==> config.mk <==
export PLATFORM = sky130hd
export DESIGN_NAME = ps2_ace_keyboard
export DESIGN_NICKNAME = d
export VERILOG_FILES = /design/src/rtl/ace_kbd_pkg.sv /design/src/rtl/ps2_rx.sv /design/src/rtl/ps2_ace_keyboard.sv
export SDC_FILE = /design/constraint.sdc
export NUM_CORES = 1
export LEC_CHECK = 0
export CAP_MARGIN = 10
export CORE_MARGIN = 2
export CORE_UTILIZATION = 42
export CTS_CLUSTER_SIZE = 16
export DETAILED_ROUTE_END_ITERATION = 8
export GPL_ROUTABILITY_DRIVEN = 0
export SLEW_MARGIN = 20
export SYNTH_ARGS = -nofsm -noshare
export SYNTH_HDL_FRONTEND = slang
export SYNTH_HIERARCHICAL = 1
export SYNTH_SLANG_ARGS = --single-unit
==> constraint.sdc <==
create_clock -name clk -period 10.8 [get_ports clk]
set_input_delay 1.62 -clock clk [delete_from_list [all_inputs] [get_ports clk]]
set_output_delay 1.62 -clock clk [all_outputs]
set_load 0.005 [all_outputs]
==> src/rtl/ace_kbd_pkg.sv <==
// ============================================================================
// Module      : ace_kbd_pkg
// Description : Shared constants, decoder state type and scancode lookup for
//               the PS/2 to Jupiter Ace keyboard matrix bridge.
//               The composite-key lookup (sc_to_virt) is only used when
//               ACE_EXTENDED_KEYS_EN is defined.
// Revision    : 1.0 - initial release
// ============================================================================
`default_nettype none

package ace_kbd_pkg;

    localparam int NUM_ROWS = 8;
    localparam int NUM_COLS = 5;

    localparam logic [2:0] ROW_0 = 3'd0;
    localparam logic [2:0] ROW_1 = 3'd1;
    localparam logic [2:0] ROW_2 = 3'd2;
    localparam logic [2:0] ROW_3 = 3'd3;
    localparam logic [2:0] ROW_4 = 3'd4;
    localparam logic [2:0] ROW_5 = 3'd5;
    localparam logic [2:0] ROW_6 = 3'd6;
    localparam logic [2:0] ROW_7 = 3'd7;

    localparam logic [2:0] COL_0 = 3'd0;
    localparam logic [2:0] COL_1 = 3'd1;
    localparam logic [2:0] COL_2 = 3'd2;
    localparam logic [2:0] COL_3 = 3'd3;
    localparam logic [2:0] COL_4 = 3'd4;

    // Prefix bytes of scancode set 2
    localparam logic [7:0] PREFIX_E0 = 8'hE0;
    localparam logic [7:0] PREFIX_F0 = 8'hF0;

    // Modifiers
    localparam logic [7:0] SC_LSHIFT = 8'h12;
    localparam logic [7:0] SC_RSHIFT = 8'h59;
    localparam logic [7:0] SC_LCTRL  = 8'h14;

    // Composite keys (backspace is unprefixed, the arrows follow E0)
    localparam logic [7:0] SC_BKSP   = 8'h66;
    localparam logic [7:0] SC_LEFT   = 8'h6B;
    localparam logic [7:0] SC_DOWN   = 8'h72;
    localparam logic [7:0] SC_UP     = 8'h75;
    localparam logic [7:0] SC_RIGHT  = 8'h74;

    typedef enum logic [1:0] {
        ST_IDLE = 2'd0,
        ST_E0   = 2'd1,
        ST_F0   = 2'd2,
        ST_E0F0 = 2'd3
    } dec_state_t;

    // Packs a valid key position as {valid, row, col}
    function automatic logic [6:0] mk_key(input logic [2:0] row, input logic [2:0] col);
        return {1'b1, row, col};
    endfunction

    // Flat bit position of a key inside the 40-bit matrix
    function automatic logic [5:0] key_index(input logic [2:0] row, input logic [2:0] col);
        return 6'(row) * 6'd5 + 6'(col);
    endfunction

    // Set 2 code to matrix position; no E0-prefixed code maps to a single key
    function automatic logic [6:0] sc_to_key(input logic [7:0] code, input logic ext);
        logic [6:0] k;
        k = 7'd0;
        if (!ext) begin
            case (code)
                SC_LSHIFT, SC_RSHIFT: k = mk_key(ROW_0, COL_0);
                SC_LCTRL:             k = mk_key(ROW_0, COL_1);
                8'h1A: k = mk_key(ROW_0, COL_2);  // Z
                8'h22: k = mk_key(ROW_0, COL_3);  // X
                8'h21: k = mk_key(ROW_0, COL_4);  // C
                8'h1C: k = mk_key(ROW_1, COL_0);  // A
                8'h1B: k = mk_key(ROW_1, COL_1);  // S
                8'h23: k = mk_key(ROW_1, COL_2);  // D
                8'h2B: k = mk_key(ROW_1, COL_3);  // F
                8'h34: k = mk_key(ROW_1, COL_4);  // G
                8'h15: k = mk_key(ROW_2, COL_0);  // Q
                8'h1D: k = mk_key(ROW_2, COL_1);  // W
                8'h24: k = mk_key(ROW_2, COL_2);  // E
                8'h2D: k = mk_key(ROW_2, COL_3);  // R
                8'h2C: k = mk_key(ROW_2, COL_4);  // T
                8'h16: k = mk_key(ROW_3, COL_0);  // 1
                8'h1E: k = mk_key(ROW_3, COL_1);  // 2
                8'h26: k = mk_key(ROW_3, COL_2);  // 3
                8'h25: k = mk_key(ROW_3, COL_3);  // 4
                8'h2E: k = mk_key(ROW_3, COL_4);  // 5
                8'h45: k = mk_key(ROW_4, COL_0);  // 0
                8'h46: k = mk_key(ROW_4, COL_1);  // 9
                8'h3E: k = mk_key(ROW_4, COL_2);  // 8
                8'h3D: k = mk_key(ROW_4, COL_3);  // 7
                8'h36: k = mk_key(ROW_4, COL_4);  // 6
                8'h4D: k = mk_key(ROW_5, COL_0);  // P
                8'h44: k = mk_key(ROW_5, COL_1);  // O
                8'h43: k = mk_key(ROW_5, COL_2);  // I
                8'h3C: k = mk_key(ROW_5, COL_3);  // U
                8'h35: k = mk_key(ROW_5, COL_4);  // Y
                8'h5A: k = mk_key(ROW_6, COL_0);  // ENTER
                8'h4B: k = mk_key(ROW_6, COL_1);  // L
                8'h42: k = mk_key(ROW_6, COL_2);  // K
                8'h3B: k = mk_key(ROW_6, COL_3);  // J
                8'h33: k = mk_key(ROW_6, COL_4);  // H
                8'h29: k = mk_key(ROW_7, COL_0);  // SPACE
                8'h3A: k = mk_key(ROW_7, COL_1);  // M
                8'h31: k = mk_key(ROW_7, COL_2);  // N
                8'h32: k = mk_key(ROW_7, COL_3);  // B
                8'h2A: k = mk_key(ROW_7, COL_4);  // V
                default: k = 7'd0;
            endcase
        end
        return k;
    endfunction

    // Composite key code to {valid, virtual index}
    function automatic logic [3:0] sc_to_virt(input logic [7:0] code, input logic ext);
        logic [3:0] v;
        v = 4'd0;
        if (!ext && code == SC_BKSP) v = {1'b1, 3'd0};
        if (ext) begin
            case (code)
                SC_LEFT:  v = {1'b1, 3'd1};
                SC_DOWN:  v = {1'b1, 3'd2};
                SC_UP:    v = {1'b1, 3'd3};
                SC_RIGHT: v = {1'b1, 3'd4};
                default:  v = 4'd0;
            endcase
        end
        return v;
    endfunction

    // Digit key that each virtual composite key presses together with SHIFT
    function automatic logic [5:0] virt_key_bit(input logic [2:0] idx);
        logic [5:0] b;
        case (idx)
            3'd0:    b = key_index(ROW_4, COL_0);  // 0
            3'd1:    b = key_index(ROW_3, COL_4);  // 5
            3'd2:    b = key_index(ROW_4, COL_4);  // 6
            3'd3:    b = key_index(ROW_4, COL_3);  // 7
            default: b = key_index(ROW_4, COL_2);  // 8
        endcase
        return b;
    endfunction

endpackage

`default_nettype wire

==> src/rtl/ps2_rx.sv <==
// ============================================================================
// Module      : ps2_rx
// Description : PS/2 device-to-host receiver: synchronisers, clock glitch
//               filter, 11-bit frame shifter with start/parity/stop checking
//               and an idle timeout that discards partial frames.
// Revision    : 1.0 - initial release
// ============================================================================
`default_nettype none

module ps2_rx #(
    parameter int TIMEOUT_CYCLES = 6500,
    parameter int FILTER_LEN     = 8
) (
    input  logic       clk,
    input  logic       reset,
    input  logic       ps2clk,
    input  logic       ps2data,
    output logic       byte_valid,
    output logic [7:0] byte_data
);

    localparam int FILT_W = $clog2(FILTER_LEN + 1);
    localparam int TO_W   = $clog2(TIMEOUT_CYCLES + 1);

    logic              r_clk_s1, r_clk_s2, r_dat_s1, r_dat_s2;
    logic              r_clk_filt, r_clk_filt_d;
    logic [FILT_W-1:0] r_filt_cnt;
    logic [3:0]        r_bit_cnt;
    logic [9:0]        r_shift;
    logic [TO_W-1:0]   r_to_cnt;
    logic              r_byte_valid;
    logic [7:0]        r_byte_data;
    logic              w_fall;
    logic [10:0]       w_frame;
    logic              w_frame_ok;

    // Two-flop synchronisers; lines idle high
    always_ff @(posedge clk) begin
        if (!reset) begin
            r_clk_s1 <= 1'b1;
            r_clk_s2 <= 1'b1;
            r_dat_s1 <= 1'b1;
            r_dat_s2 <= 1'b1;
        end else begin
            r_clk_s1 <= ps2clk;
            r_clk_s2 <= r_clk_s1;
            r_dat_s1 <= ps2data;
            r_dat_s2 <= r_dat_s1;
        end
    end

    // Accept a ps2clk level change only after FILTER_LEN consecutive samples
    always_ff @(posedge clk) begin
        if (!reset) begin
            r_clk_filt   <= 1'b1;
            r_clk_filt_d <= 1'b1;
            r_filt_cnt   <= '0;
        end else begin
            r_clk_filt_d <= r_clk_filt;
            if (r_clk_s2 == r_clk_filt) begin
                r_filt_cnt <= '0;
            end else if (r_filt_cnt == FILT_W'(FILTER_LEN - 1)) begin
                r_clk_filt <= r_clk_s2;
                r_filt_cnt <= '0;
            end else begin
                r_filt_cnt <= r_filt_cnt + 1'b1;
            end
        end
    end

    assign w_fall     = r_clk_filt_d & ~r_clk_filt;
    // Complete frame as it stands when the stop bit is being sampled
    assign w_frame    = {r_dat_s2, r_shift};
    assign w_frame_ok = ~w_frame[0] & w_frame[10] & (^w_frame[9:1]);

    // Frame shifter, frame check and idle timeout; a falling edge always
    // takes priority over the timeout
    always_ff @(posedge clk) begin
        if (!reset) begin
            r_bit_cnt    <= 4'd0;
            r_shift      <= 10'd0;
            r_to_cnt     <= '0;
            r_byte_valid <= 1'b0;
            r_byte_data  <= 8'd0;
        end else begin
            r_byte_valid <= 1'b0;
            if (w_fall) begin
                r_to_cnt <= '0;
                if (r_bit_cnt == 4'd10) begin
                    r_bit_cnt <= 4'd0;
                    if (w_frame_ok) begin
                        r_byte_valid <= 1'b1;
                        r_byte_data  <= w_frame[8:1];
                    end
                end else begin
                    r_bit_cnt <= r_bit_cnt + 4'd1;
                    r_shift   <= {r_dat_s2, r_shift[9:1]};
                end
            end else if (r_bit_cnt != 4'd0) begin
                if (r_to_cnt == TO_W'(TIMEOUT_CYCLES - 1)) begin
                    r_bit_cnt <= 4'd0;
                    r_to_cnt  <= '0;
                end else begin
                    r_to_cnt <= r_to_cnt + 1'b1;
                end
            end else begin
                r_to_cnt <= '0;
            end
        end
    end

    assign byte_valid = r_byte_valid;
    assign byte_data  = r_byte_data;

endmodule

`default_nettype wire

==> src/rtl/ps2_ace_keyboard.sv <==
// ============================================================================
// Module      : ps2_ace_keyboard
// Description : PS/2 keyboard to Jupiter Ace 8x5 key matrix. Decodes set 2
//               make/break codes into a registered matrix and answers the
//               core's row select combinationally on columnas.
//               Define ACE_EXTENDED_KEYS_EN to enable composite keys
//               (backspace and cursor arrows as SHIFT+digit).
// Revision    : 1.0 - initial release
// ============================================================================
`default_nettype none

module ps2_ace_keyboard
    import ace_kbd_pkg::*;
#(
    parameter int TIMEOUT_CYCLES = 6500,
    parameter int FILTER_LEN     = 8
) (
    input  logic       clk,
    input  logic       reset,
    input  logic       ps2clk,
    input  logic       ps2data,
    input  logic [7:0] filas,
    output logic [4:0] columnas
);

    logic        w_byte_valid;
    logic [7:0]  w_byte_data;
    dec_state_t  r_state, w_state_next;
    logic        w_evt, w_evt_break, w_evt_ext;
    logic [6:0]  w_key;
    logic [5:0]  w_key_idx;
    logic [39:0] r_matrix;   // 1 = released, 0 = pressed
    logic [39:0] w_eff;
    logic [4:0]  w_cols;

    ps2_rx #(
        .TIMEOUT_CYCLES (TIMEOUT_CYCLES),
        .FILTER_LEN     (FILTER_LEN)
    ) u_ps2_rx (
        .clk        (clk),
        .reset      (reset),
        .ps2clk     (ps2clk),
        .ps2data    (ps2data),
        .byte_valid (w_byte_valid),
        .byte_data  (w_byte_data)
    );

    // Prefix decoder state register
    always_ff @(posedge clk) begin
        if (!reset) r_state <= ST_IDLE;
        else        r_state <= w_state_next;
    end

    // Prefix tracking; any non-prefix byte becomes a key event
    always_comb begin
        w_state_next = r_state;
        w_evt        = 1'b0;
        w_evt_break  = 1'b0;
        w_evt_ext    = 1'b0;
        if (w_byte_valid) begin
            case (r_state)
                ST_IDLE: begin
                    if (w_byte_data == PREFIX_E0)      w_state_next = ST_E0;
                    else if (w_byte_data == PREFIX_F0) w_state_next = ST_F0;
                    else                               w_evt = 1'b1;
                end
                ST_E0: begin
                    if (w_byte_data == PREFIX_F0) begin
                        w_state_next = ST_E0F0;
                    end else begin
                        w_evt        = 1'b1;
                        w_evt_ext    = 1'b1;
                        w_state_next = ST_IDLE;
                    end
                end
                ST_F0: begin
                    w_evt        = 1'b1;
                    w_evt_break  = 1'b1;
                    w_state_next = ST_IDLE;
                end
                default: begin
                    w_evt        = 1'b1;
                    w_evt_break  = 1'b1;
                    w_evt_ext    = 1'b1;
                    w_state_next = ST_IDLE;
                end
            endcase
        end
    end

    assign w_key     = sc_to_key(w_byte_data, w_evt_ext);
    assign w_key_idx = key_index(w_key[5:3], w_key[2:0]);

    // Physical key matrix: make clears the bit, break sets it
    always_ff @(posedge clk) begin
        if (!reset) begin
            r_matrix <= '1;
        end else if (w_evt && w_key[6]) begin
            r_matrix[w_key_idx] <= w_evt_break;
        end
    end

`ifdef ACE_EXTENDED_KEYS_EN
    logic [4:0] r_virt;
    logic [3:0] w_virt;

    assign w_virt = sc_to_virt(w_byte_data, w_evt_ext);

    // Held composite keys, kept apart so releasing one never releases a
    // physically held SHIFT or digit
    always_ff @(posedge clk) begin
        if (!reset) begin
            r_virt <= 5'd0;
        end else if (w_evt && w_virt[3]) begin
            r_virt[w_virt[2:0]] <= ~w_evt_break;
        end
    end

    // Overlay composite keys on the physical matrix
    always_comb begin
        w_eff = r_matrix;
        if (|r_virt) w_eff[key_index(ROW_0, COL_0)] = 1'b0;
        for (int i = 0; i < 5; i++) begin
            if (r_virt[i]) w_eff[virt_key_bit(3'(i))] = 1'b0;
        end
    end
`else
    // Without composite keys the visible matrix is the physical one
    always_comb begin
        w_eff = r_matrix;
    end
`endif

    // AND together the column vectors of every selected (low) row
    always_comb begin
        w_cols = 5'b11111;
        for (int r = 0; r < NUM_ROWS; r++) begin
            if (!filas[r]) w_cols = w_cols & w_eff[r*NUM_COLS +: NUM_COLS];
        end
    end

    assign columnas = w_cols;

endmodule

`default_nettype wire

==> impl.org <==
** Run status
- The flow ran to the end, but the final reports show violations.
- The checks that failed: design-rule violations.

** Worst setup path
- Of all nets on the critical path, the largest fanout is 29.
- Crit Path Category :: flop to flop
- The worst setup path is captured at a flop.
- Element type at the critical path start :: flop
- STA puts the critical path data required time at 11.02 ns.
- Startpoint of the worst setup timing path :: u_ps2_rx/byte_data[2]
- Worst reg2reg path startpoint :: u_ps2_rx/byte_data[2]
- Arr. time, crit path :: 5.14 ns

** Yosys
- Synth Net Count :: 627
- Synthesized netlist cell count :: 594
- After synthesis, the largest family of logic cells by area is simple AND/OR/NAND/NOR gates.
- By area the synthesized netlist is led by dfxtp_1 35%, mux2i_1 8.8%, ha_1 5.0%, nor2_1 4.9%, nand2_1 4.7%.
- Adder and majority gate portion of the synthesized area :: 5.40%
- Area share of the leading cell type in the synthesized netlist :: 35.2%
- The synthesized netlist occupies a cell area of 0.00500 mm².
- Number of storage elements in the synthesis netlist :: 88
- For this run, asynchronously set or reset flops after synthesis account for 0%.
- Number of warnings printed during yosys synthesis :: 6
- The portion of synthesized area spent on multiplexers is 9.48%.
- Post-Synthesis Mean Instance Area :: 8.43 µm²
- Post-synthesis cell type with the largest combined area :: dfxtp_1
- Number of enable flip-flop cells after synthesis :: 0
- Share of synthesized cell area in and, or, nand and nor gates :: 26.3%
- Sequential elements use 35.2% of the synthesized area.
- Synth Area in Compound Gates :: 14.5%
- Post-synthesis share of cell area spent on xor and xnor gates :: 4.40%
- Number of library cell types mapped by synthesis :: 59
- In the synthesized netlist the dominant register cell turns out to be dfxtp_1.

** Cells and area
- From synthesis to final layout, the design area changed by 10.2%.
- Antenna diode count :: 0
- Layout cells sized above 1 :: 6.19%
- Total of fill cells in the finished design :: 1147
- Fin cells :: 741
- Number of nets in the layout :: 626

** Timing
- Highest attainable clock frequency :: 203 MHz
- Final hold slack :: 0.409 ns
- Setup repair after global routing left no endpoint under its margin.
- Setup ws final :: 5.88 ns
- The number of max-slew violations in the final report is 0.
- Measured against its own limit, the worst slew margin works out to 41.6%.
- Setup violations remaining at the end of the flow were counted as 0.
- Portion of the clock cycle consumed by the worst path in the final layout :: 45.5%
- Minimum clock period :: 4.92 ns
- Adding up every negative setup slack in the final design gives 0 ns.
- For the pin with the worst max-slew slack, the measured transition is 0.874 ns.
- The final-report hold violation count came to 0.
- Clock skew on the completed layout was measured at 0.00710 ns.

** Clock tree
- TritonCTS built the clock tree.
- Post-CTS timing repair inserted 0 buffers for setup.
- Hold buffer count at cts :: 0
- Clock latency on the worst-skew pair, taken at its later pin, is 0.34 ns.
- CTS placed an instance of clkbuf_16 at the clock tree root.
- Register clock-pin slew on the reported worst setup and hold paths :: 0.06 ns
- Count of cells resized by post-cts repair :: 0
- The H-tree generated during clock tree synthesis spans 3 levels.
- The clock net in this run drives a total of 88 sinks.
- Counting the buffers created by CTS gives 9.
- Counting along the longest clock path gives a buffer depth of 2.

** Die
- From left edge to right edge, the die measures 113 µm.
- For this configuration, the core starts out at a cell density of 43.5%.
- Number of placement rows :: 39
- During I/O placement, the number of pins put on the boundary was 17.
- Die area :: 0.0128 mm²
- The floorplan step defined a core boundary enclosing 0.0115 mm².
- Height of the die :: 113 µm

** Detailed routing
- Vias per std cell :: 5.78
- Number of DRC markers after the initial detailed-route iteration :: 347
- DR WL/cell :: 15.9 µm
- The first detailed-routing pass ran for 7 iterations.
- Wirelength, routed :: 11800 µm
- In the routed design, unresolved DRC markers number 1.
- Vias :: 4285
- In this run the remaining antenna-violating nets after routing total 0.

** Power
- In this run the power density over the cells is 119 mW/mm².
- Leakage dissipation :: 0.00204 µW
- The worst-case IR drop observed on VDD is 0.114 mV.

** GRT
- Across every metal layer, demand over resource in global routing totals 18.6%.
- Maximum number of pins on one net before global-route repair :: 45
- Number of antenna violations at the first check in global routing :: 0
- First-pass GRT wire length :: 19500 µm
- Vias in the first global route :: 3969
- Remaining global-route overflow :: 0

** Hold path
- The min-delay analysis places its worst path in the category flop to flop.
- Startpoint of the most critical hold path :: u_ps2_rx/r_dat_s1

** Place
- The wire-length estimate of the detail-placed layout is 8230 µm.
- Pre-CTS worst setup slack :: 5.91 ns
- Buffers placed on the I/O ports in this run total 16.
- Number of placed instances, taps included :: 725

** Flow run
- Reported max-cap violation count :: 0
-- worst paths after layout --
| path | end | slack [ns] | depth (start not counted) |
|---|---|---|---|
| worst max-delay path | r_matrix[38] | 5.88 | 16 |
| worst min-delay path | u_ps2_rx/r_dat_s2 | 0.41 | 1 |
| worst max register to register | r_matrix[38] | 5.88 | 16 |
| worst min register to register | u_ps2_rx/r_dat_s2 | 0.41 | 1 |
-- kinds of logic after synthesis --
kind of cell / Yosys count
buffers and inverters: 51
muxes: 46
and+or+nand+nor: 261
AOI/OAI and AO/OA: 105
xor gates and xnor gates: 22
adders and majority gates: 21
DFF: 88
-- registers in the layout, indices dropped and copies added (netlist names) --
signal / flops
u_ps2_rx/r_clk_filt_d: 1
u_ps2_rx/byte_valid: 1
u_ps2_rx/r_to_cnt: 13
u_ps2_rx/r_shift: 10
u_ps2_rx/byte_data: 8
u_ps2_rx/r_dat_s1: 1
u_ps2_rx/r_clk_s1: 1
u_ps2_rx/r_dat_s2: 1
u_ps2_rx/r_clk_s2: 1
u_ps2_rx/r_bit_cnt: 4
r_state: 2
u_ps2_rx/r_filt_cnt: 4
r_matrix: 40
u_ps2_rx/r_clk_filt: 1
-- cell usage after synthesis, types with 3 or more instances --
master and count:
dfxtp_1 88, nor2_1 65, nand2_1 63, mux2i_1 44, nand3_1 24, nor3_1 24, a21oi_1 22, ha_1 20
o22ai_1 20, inv_1 19, clkbuf_1 17, nand2b_1 16, a21boi_0 12, xor2_1 12, nand3b_1 11, o21ai_0 10
nor4_1 9, nor2b_1 8, xnor2_1 8, and2_1 6, buf_2 6, a31oi_1 5, nand4_1 5, nor3b_1 5
or3_1 5, a211o_1 4, a211oi_1 4, a31o_2 4, buf_4 4, o311ai_0 4, or2_2 4, a311oi_1 3
and3_1 3, and4b_1 3, buf_6 3, o211ai_1 3
-- where the power goes --
group	leakage [µW]	switching, µW	internal [µW]
logic	0.00118	9.30	6.17
registers	0.000711	0.290	325
clock network	0.000149	129	186
total	0.00204	139	518
-- metrics by stage --
stage | utilization [%] | cell area (µm²) | total power (µW)
after floorplan | - | 5000 | 340
after global placement | 45.3 | 5210 | 348
after detailed placement | 45.3 | 5210 | 348
after CTS | 47.9 | 5520 | 665
after global routing | 47.9 | 5520 | 680
final | 47.9 | 5520 | 657
-- critical path, stage by stage, from the launching register on --
cell and delay [ns]:
dfxtp_1 0.89, inv_1 0.27, ha_1 0.35, nand2b_1 0.10
a211oi_1 0.09, nor4_1 0.68, nor2_1 0.16, and2_1 0.20
ha_1 0.20, fa_1 0.44, nor2_1 0.16, o21ai_0 0.10
nand2_1 0.07, o211ai_1 0.13, nor2_1 0.43, nand2_1 0.19
o311ai_0 0.32
-- cell usage in the layout (no fill, tap or decap), types with 11 or more instances in the layout --
master and instances:
nand3b_1 11, nand2_1 63, a21boi_0 12, nand3_1 24, clkdlybuf4s50_1 16, nor2_1 65, nand2b_1 16, xor2_1 12
o22ai_1 20, nor3_1 24, a21oi_1 21, inv_1 19, mux2i_1 44, dfxtp_1 88, ha_1 20
-- layer usage --
layer | track usage [%] | wire length (µm) | vias up
met5 | 0 | 0 | -
met4 | 4.55 | 165 | 0
met3 | 4.61 | 622 | 14
met2 | 29.7 | 5430 | 103
met1 | 25.4 | 5560 | 2062
li1 | - | - | 2106
-- layout make-up --
type                    count  area [µm²]  area share (%)
multi-input cells         455        3010            54.6
flip-flops and latches     88        1760            31.9
clock buffers              10         239            4.33
repair buffers             20         190            3.45
well taps                 143         179            3.24
inverters                  19        71.3            1.29
clock inverters             6        65.1            1.18
No activity file was read; power rests on OpenSTA's default activity.
